## config.mk

```make
export PLATFORM = sky130hd
export DESIGN_NAME = ripple_carry_adder
export DESIGN_NICKNAME = d
export VERILOG_FILES = /design/src/rtl/ripple_carry_adder.sv
export SDC_FILE = /design/constraint.sdc
export NUM_CORES = 1
export LEC_CHECK = 0
export ABC_AREA = 1
export BUFFER_PORTS_ARGS = -buffer_cell sky130_fd_sc_hd__clkbuf_2
export CORE_AREA = 2 2 39 41
export CTS_CLUSTER_DIAMETER = 60
export DETAILED_ROUTE_END_ITERATION = 8
export DIE_AREA = 0 0 41 43
export GPL_TIMING_DRIVEN = 0
export PLACE_DENSITY = 0.79
export SLEW_MARGIN = 20
export SYNTH_ARGS = -nofsm -noshare
export SYNTH_HDL_FRONTEND = slang
export SYNTH_SLANG_ARGS = --single-unit
```

## constraint.sdc

```tcl
create_clock -name clk -period 0.8 [get_ports clk]
set_clock_uncertainty 0.05 [all_clocks]
set_input_delay 0.08 -clock clk [delete_from_list [all_inputs] [get_ports clk]]
set_output_delay 0.08 -clock clk [all_outputs]
set_load 0.01 [all_outputs]
```

## src/rtl/ripple_carry_adder.sv

```systemverilog
// N-bit ripple-carry adder: a structural chain of full-adder cells
// feeding a single output register stage.
module ripple_carry_adder #(
  parameter int N = 10
) (
  input  logic         clk,
  input  logic         rst,
  input  logic [N-1:0] Inp1,
  input  logic [N-1:0] Inp2,
  input  logic         Cin,
  output logic [N-1:0] Result,
  output logic         Cout
);

  logic [N:0]   w_carry;
  logic [N-1:0] w_sum;
  logic [N-1:0] r_result;
  logic         r_cout;

  assign w_carry[0] = Cin;

  // One full-adder cell per bit; the carry ripples through every cell.
  for (genvar gi = 0; gi < N; gi++) begin : g_cell
    logic w_prop;
    assign w_prop          = Inp1[gi] ^ Inp2[gi];
    assign w_sum[gi]       = w_prop ^ w_carry[gi];
    assign w_carry[gi + 1] = (Inp1[gi] & Inp2[gi]) | (w_carry[gi] & w_prop);
  end

  // Output register; asynchronous reset clears the sum and carry at once.
  always_ff @(posedge clk or posedge rst) begin
    if (rst) begin
      r_result <= '0;
      r_cout   <= 1'b0;
    end else begin
      r_result <= w_sum;
      r_cout   <= w_carry[N];
    end
  end

  assign Result = r_result;
  assign Cout   = r_cout;

endmodule

```

# Yosys cells after proc, flatten, opt, wreduce, memory -nomap -nowiden
# Cells that the tools add are included.
op_classes:
  bitwise: 50
op_table:
  columns: ["cell", "n"]
  rows:
  - ["1-bit AND", 20]
  - ["1-bit XOR", 20]
  - ["1-bit bitwise OR", 10]
totals:
  reg_bits: 11
  input_bits: 23
  out_inout_bits: 11
  word_cells: 52

# Depth between registers and ports, before layout
depth:
  depth_word: 21
  depth_mapped: 14
  mapped_depth_nobuf: 14

# Worst setup path after synthesis
# No wires, ideal clock.
synth_path:
  path_type: "input -> register"
  start: "input port Inp1[0]"
  end: "register r_result[9] (netlist: Result[9])"
  arrival_time_ns: 3.864
  required_time_ns: 0.686
  path_slack_ns: -3.178
  cell_stages: 14
  n_path_buf: 0
  path_cell_list: "fa_1 inv_1 fa_1 inv_1 fa_1 fa_1 fa_1 fa_1 fa_1 fa_1 fa_1 inv_1 fa_1 inv_1"
synth_via:
  elab_chain_len: 20
  elab_cells_between_ends: 21
  cone_classes: "bitwise (21)"
synth_lines:
  columns: ["item", "line_no", "source"]
  rows:
  - ["start: declaration", "8", "input logic [N-1:0] Inp1,"]
  - ["1-bit XOR", "25", "assign w_prop = Inp1[gi] ^ Inp2[gi];"]
  - ["1-bit AND", "27", "assign w_carry[gi + 1] = (Inp1[gi] & Inp2[gi]) | (w_carry[gi] & w_prop);"]
  - ["1-bit bitwise OR (*)", "27", null]
  - ["1-bit AND (*)", "27", null]
  - ["1-bit bitwise OR (*)", "27", null]
  - ["1-bit AND (*)", "27", null]
  - ["1-bit bitwise OR (*)", "27", null]
  - ["1-bit AND (*)", "27", null]
  - ["[5 not listed]", null, null]
  - ["1-bit AND (*)", "27", null]
  - ["1-bit bitwise OR (*)", "27", null]
  - ["1-bit AND (*)", "27", null]
  - ["1-bit bitwise OR (*)", "27", null]
  - ["1-bit AND (*)", "27", null]
  - ["1-bit bitwise OR (*)", "27", null]
  - ["1-bit XOR (*)", "26", "assign w_sum[gi] = w_prop ^ w_carry[gi];"]
  - ["net w_sum[9]", "16", "logic [N-1:0] w_sum;"]
  - ["end signal: assignment", "36", "r_result <= w_sum;"]
  - ["end: declaration", "17", "logic [N-1:0] r_result;"]
# Mark *: on every way through the listed nets, which the timed path passes. The rest lies on a longest branch.

# Final worst setup path
# Same ends and word-level chain as after synthesis.

==> impl_table.tex <==
\begin{tabular}{lr}
\hline
Metric & Value \\
\hline
\multicolumn{2}{l}{\textbf{Flow run}} \\
Count of max-cap constraint violations & 0 \\
\multicolumn{2}{l}{\textbf{Place}} \\
IO Port Bufs & 33 \\
DP Wirelength & 889 um \\
Pre-CTS WS & -3.14 ns \\
Standard cell area after detailed placement & 727 um\^{}2 \\
Weighted congestion at the end of routability-driven global placement & 0.642 \\
\multicolumn{2}{l}{\textbf{Global route}} \\
Maximum number of pins on one net before global-route repair & 12 \\
All-layer global routing usage & 13.7\% \\
Met1 Usage GRT & 14.4\% \\
Top Usage Layer GRT & met2 \\
Global routing usage on met2 & 20.3\% \\
Remaining global-route overflow & 0 \\
Vias in the first global route & 372 \\
Wire length of the first global-routing pass & 1.46 mm \\
Met3 Use GR & 1.57\% \\
Number of antenna violations at the first check in global routing & 0 \\
\multicolumn{2}{l}{\textbf{Synth}} \\
Synthesized instance count & 32 \\
Share of synthesized flip-flops with an asynchronous set or reset & 100\% \\
Yosys top cell by area & dfrtp\_1 \\
Mean instance size in the synthesized netlist & 16.1 um\^{}2 \\
Prevailing post-synth register cell & dfrtp\_1 \\
Yosys synthesis warning count & 0 \\
Cell variety after synth & 3 \\
Net count after synthesis & 65 \\
Top post-synthesis cells by area & dfrtp\_1 (53\%), fa\_1 (39\%), inv\_1 (8.0\%) \\
Yosys top cell area share & 53.3\% \\
Combined area of all synthesized cells & 517 um\^{}2 \\
Synth cell count leaders & dfrtp\_1 (11), inv\_1 (11), fa\_1 (10) \\
Portion of the post-synthesis area used by sequential elements & 53.3\% \\
Number of synthesized flops with an enable pin & 0 \\
Register bit total from synthesis & 11 \\
\multicolumn{2}{l}{\textbf{Power and ir drop}} \\
IR drop worst, VDD & 0.000580 V \\
Leakage power total & 0.405 nW \\
Power density relative to cell area & 1880 nW/um\^{}2 \\
\multicolumn{2}{l}{\textbf{STA}} \\
Final count of pins violating max slew & 0 \\
Setup repair after global routing missed its margin & true \\
Worst slew margin & 74.4\% \\
Measured slew at the worst slew-check pin & 0.383 ns \\
Post-route setup slack & -2.82 ns \\
Post-Route Hold Slack & 0.0555 ns \\
Number of failing hold endpoints at the final stage & 0 \\
Final setup fails & 21 \\
Part of the cycle the worst path needs & 453\% \\
Clock period minus final worst setup slack & 3.62 ns \\
Fmax & 0.276 GHz \\
\multicolumn{2}{l}{\textbf{Floorplanning}} \\
Die ar. & 1760 um\^{}2 \\
Floorplan die height & 43 um \\
Area of the core & 1380 um\^{}2 \\
Initial core utilization & 37.3\% \\
Die boundary width & 41 um \\
FP Rows & 14 \\
I/O Pins & 34 \\
\multicolumn{2}{l}{\textbf{Critical path}} \\
Setup crit start kind & input pin \\
Nature of the critical path endpoint & register \\
Crit path required time & 0.97 ns \\
CP most frequent cell & fa\_2 \\
Crit-path cells & buf\_6 -> fa\_2 -> inv\_2 -> fa\_2 -> inv\_2 -> fa\_2 -> fa\_2 -> fa\_2 -> fa\_2 -> fa\_2 -> fa\_2 -> fa\_2 -> inv\_2 -> fa\_2 -> inv\_2 \\
Critical-path cell with the highest stage delay & fa\_2 \\
Crit path kind & in -> reg \\
Delay of the slowest cell on the worst path & 0.43 ns \\
Family with the most delay on the worst path & adder cells \\
Crit path arrival time & 3.79 ns \\
Number of buffers and inverters on the critical path & 5 \\
Worst setup path startpoint & Inp1[0] \\
Largest fanout on the critical path & 1 \\
\multicolumn{2}{l}{\textbf{Run status}} \\
Violations in the final reports & negative setup slack \\
Run status & finished, violations left \\
\multicolumn{2}{l}{\textbf{Layout}} \\
Combined area of the multi-input logic cells & 225 um\^{}2 \\
Layout overhead on the synthesized area & 50.1\% \\
\# fillers & 117 \\
Fraction of final layout cells sized beyond drive strength 1 & 74.3\% \\
Register area & 275 um\^{}2 \\
\# nets final & 104 \\
Diode count & 0 \\
Post-route design area & 776 um\^{}2 \\
\multicolumn{2}{l}{\textbf{Hold path}} \\
Hold crit path type & in -> reg \\
Min-delay src & Inp1[0] \\
\multicolumn{2}{l}{\textbf{Clock tree}} \\
Clock transition at the registers of the reported paths & 0.06 ns \\
Largest buffer count on any clock path & 2 \\
Total CTS buffers & 3 \\
H-tree depth reported by CTS & 1 \\
CTS root buf & clkbuf\_4 \\
TritonCTS clock tree & built \\
Number of post-CTS setup repair buffers & 0 \\
Number of clock sinks seen by CTS & 11 \\
\multicolumn{2}{l}{\textbf{Route}} \\
Antenna-violating nets left & 0 \\
Average wire per standard cell & 11.3 um \\
Number of vias per cell & 3.99 \\
Pre-antenna DRT Iters & 2 \\
Wire length after detailed routing & 970 um \\
Vias & 343 \\
Final routed DRC violation total & 0 \\
DRT iter0 DRCs & 14 \\
\hline
\end{tabular}
[where the power goes]
group	switching, mW	internal, mW	total (mW)
Sequential	0.0277	0.658	0.685
Combinational	0.203	0.198	0.402
Clock	0.179	0.193	0.372
Total	0.410	1.05	1.46
[worst paths after layout]
check / to / depth (start not counted)
setup / recovery: Result[9]$_DFF_PP0_ / 15
hold / removal: Result[0]$_DFF_PP0_ / 2
max in group asynchronous: Result[1]$_DFF_PP0_ / 3
min in group asynchronous: Result[9]$_DFF_PP0_ / 3
[registers in the layout, indices dropped and copies added, names as in the netlist]
name and count:
Result 10, Cout 1
[repair_timing]
| item | CTS | global route |
|---|---|---|
| resized for setup | 2 | 5 |
| pin swaps | 1 | 0 |
| endpoints found under the hold margin | 11 | 0 |
| endpoints found under the setup margin | 21 | 21 |
| hold buffers | 1 | 0 |
[layout by cell type (no fill, tap or decap)]
master | netlist | final
fa_2 | 0 | 10
dlygate4sd3_1 | 0 | 1
clkbuf_4 | 0 | 3
clkbuf_2 | 0 | 31
clkbuf_1 | 0 | 1
inv_1 | 11 | 5
inv_2 | 0 | 6
buf_6 | 0 | 2
dfrtp_1 | 11 | 11
[kinds of logic (layout without fill, tap and decap cells)]
logic type	count (synthesis)	after routing	synth area share, %
adders and majority gates	10	10	38.7
DFF	11	11	53.3
buffers and inverters	11	49	7.99
[per-stage QoR]
| stage | util [%] | power (mW) | std cells | TNS, ns |
|---|---|---|---|---|
| 6_report | 56.1 | 1.46 | 86 | -16.46 |
| 5_1_grt | 56.1 | 1.55 | 86 | -17.28 |
| 4_1_cts | 55.2 | 1.46 | 86 | -16.66 |
| 3_5_place_dp | 52.5 | 1.08 | 81 | -18.76 |
| 3_3_place_gp | 52.5 | 1.05 | 81 | -18.33 |
| 2_1_floorplan | - | 0.868 | 32 | -16.86 |
[cell type report]
cell class | instances | area share, %
timing repair buffer | 34 | 24.2
multi-input combinational | 10 | 29.0
sequential | 11 | 35.5
tap | 16 | 2.58
inverter | 11 | 5.32
clock buffer | 4 | 3.39
[per-layer routing]
metal / vias to the layer above / part of all wire, %
li1: 160 / -
met1: 159 / 35
met2: 19 / 51
met3: 5 / 9.3
met4: 0 / 4.7
met5: - / 0
Note: power is estimated with default switching activity, not from simulation.
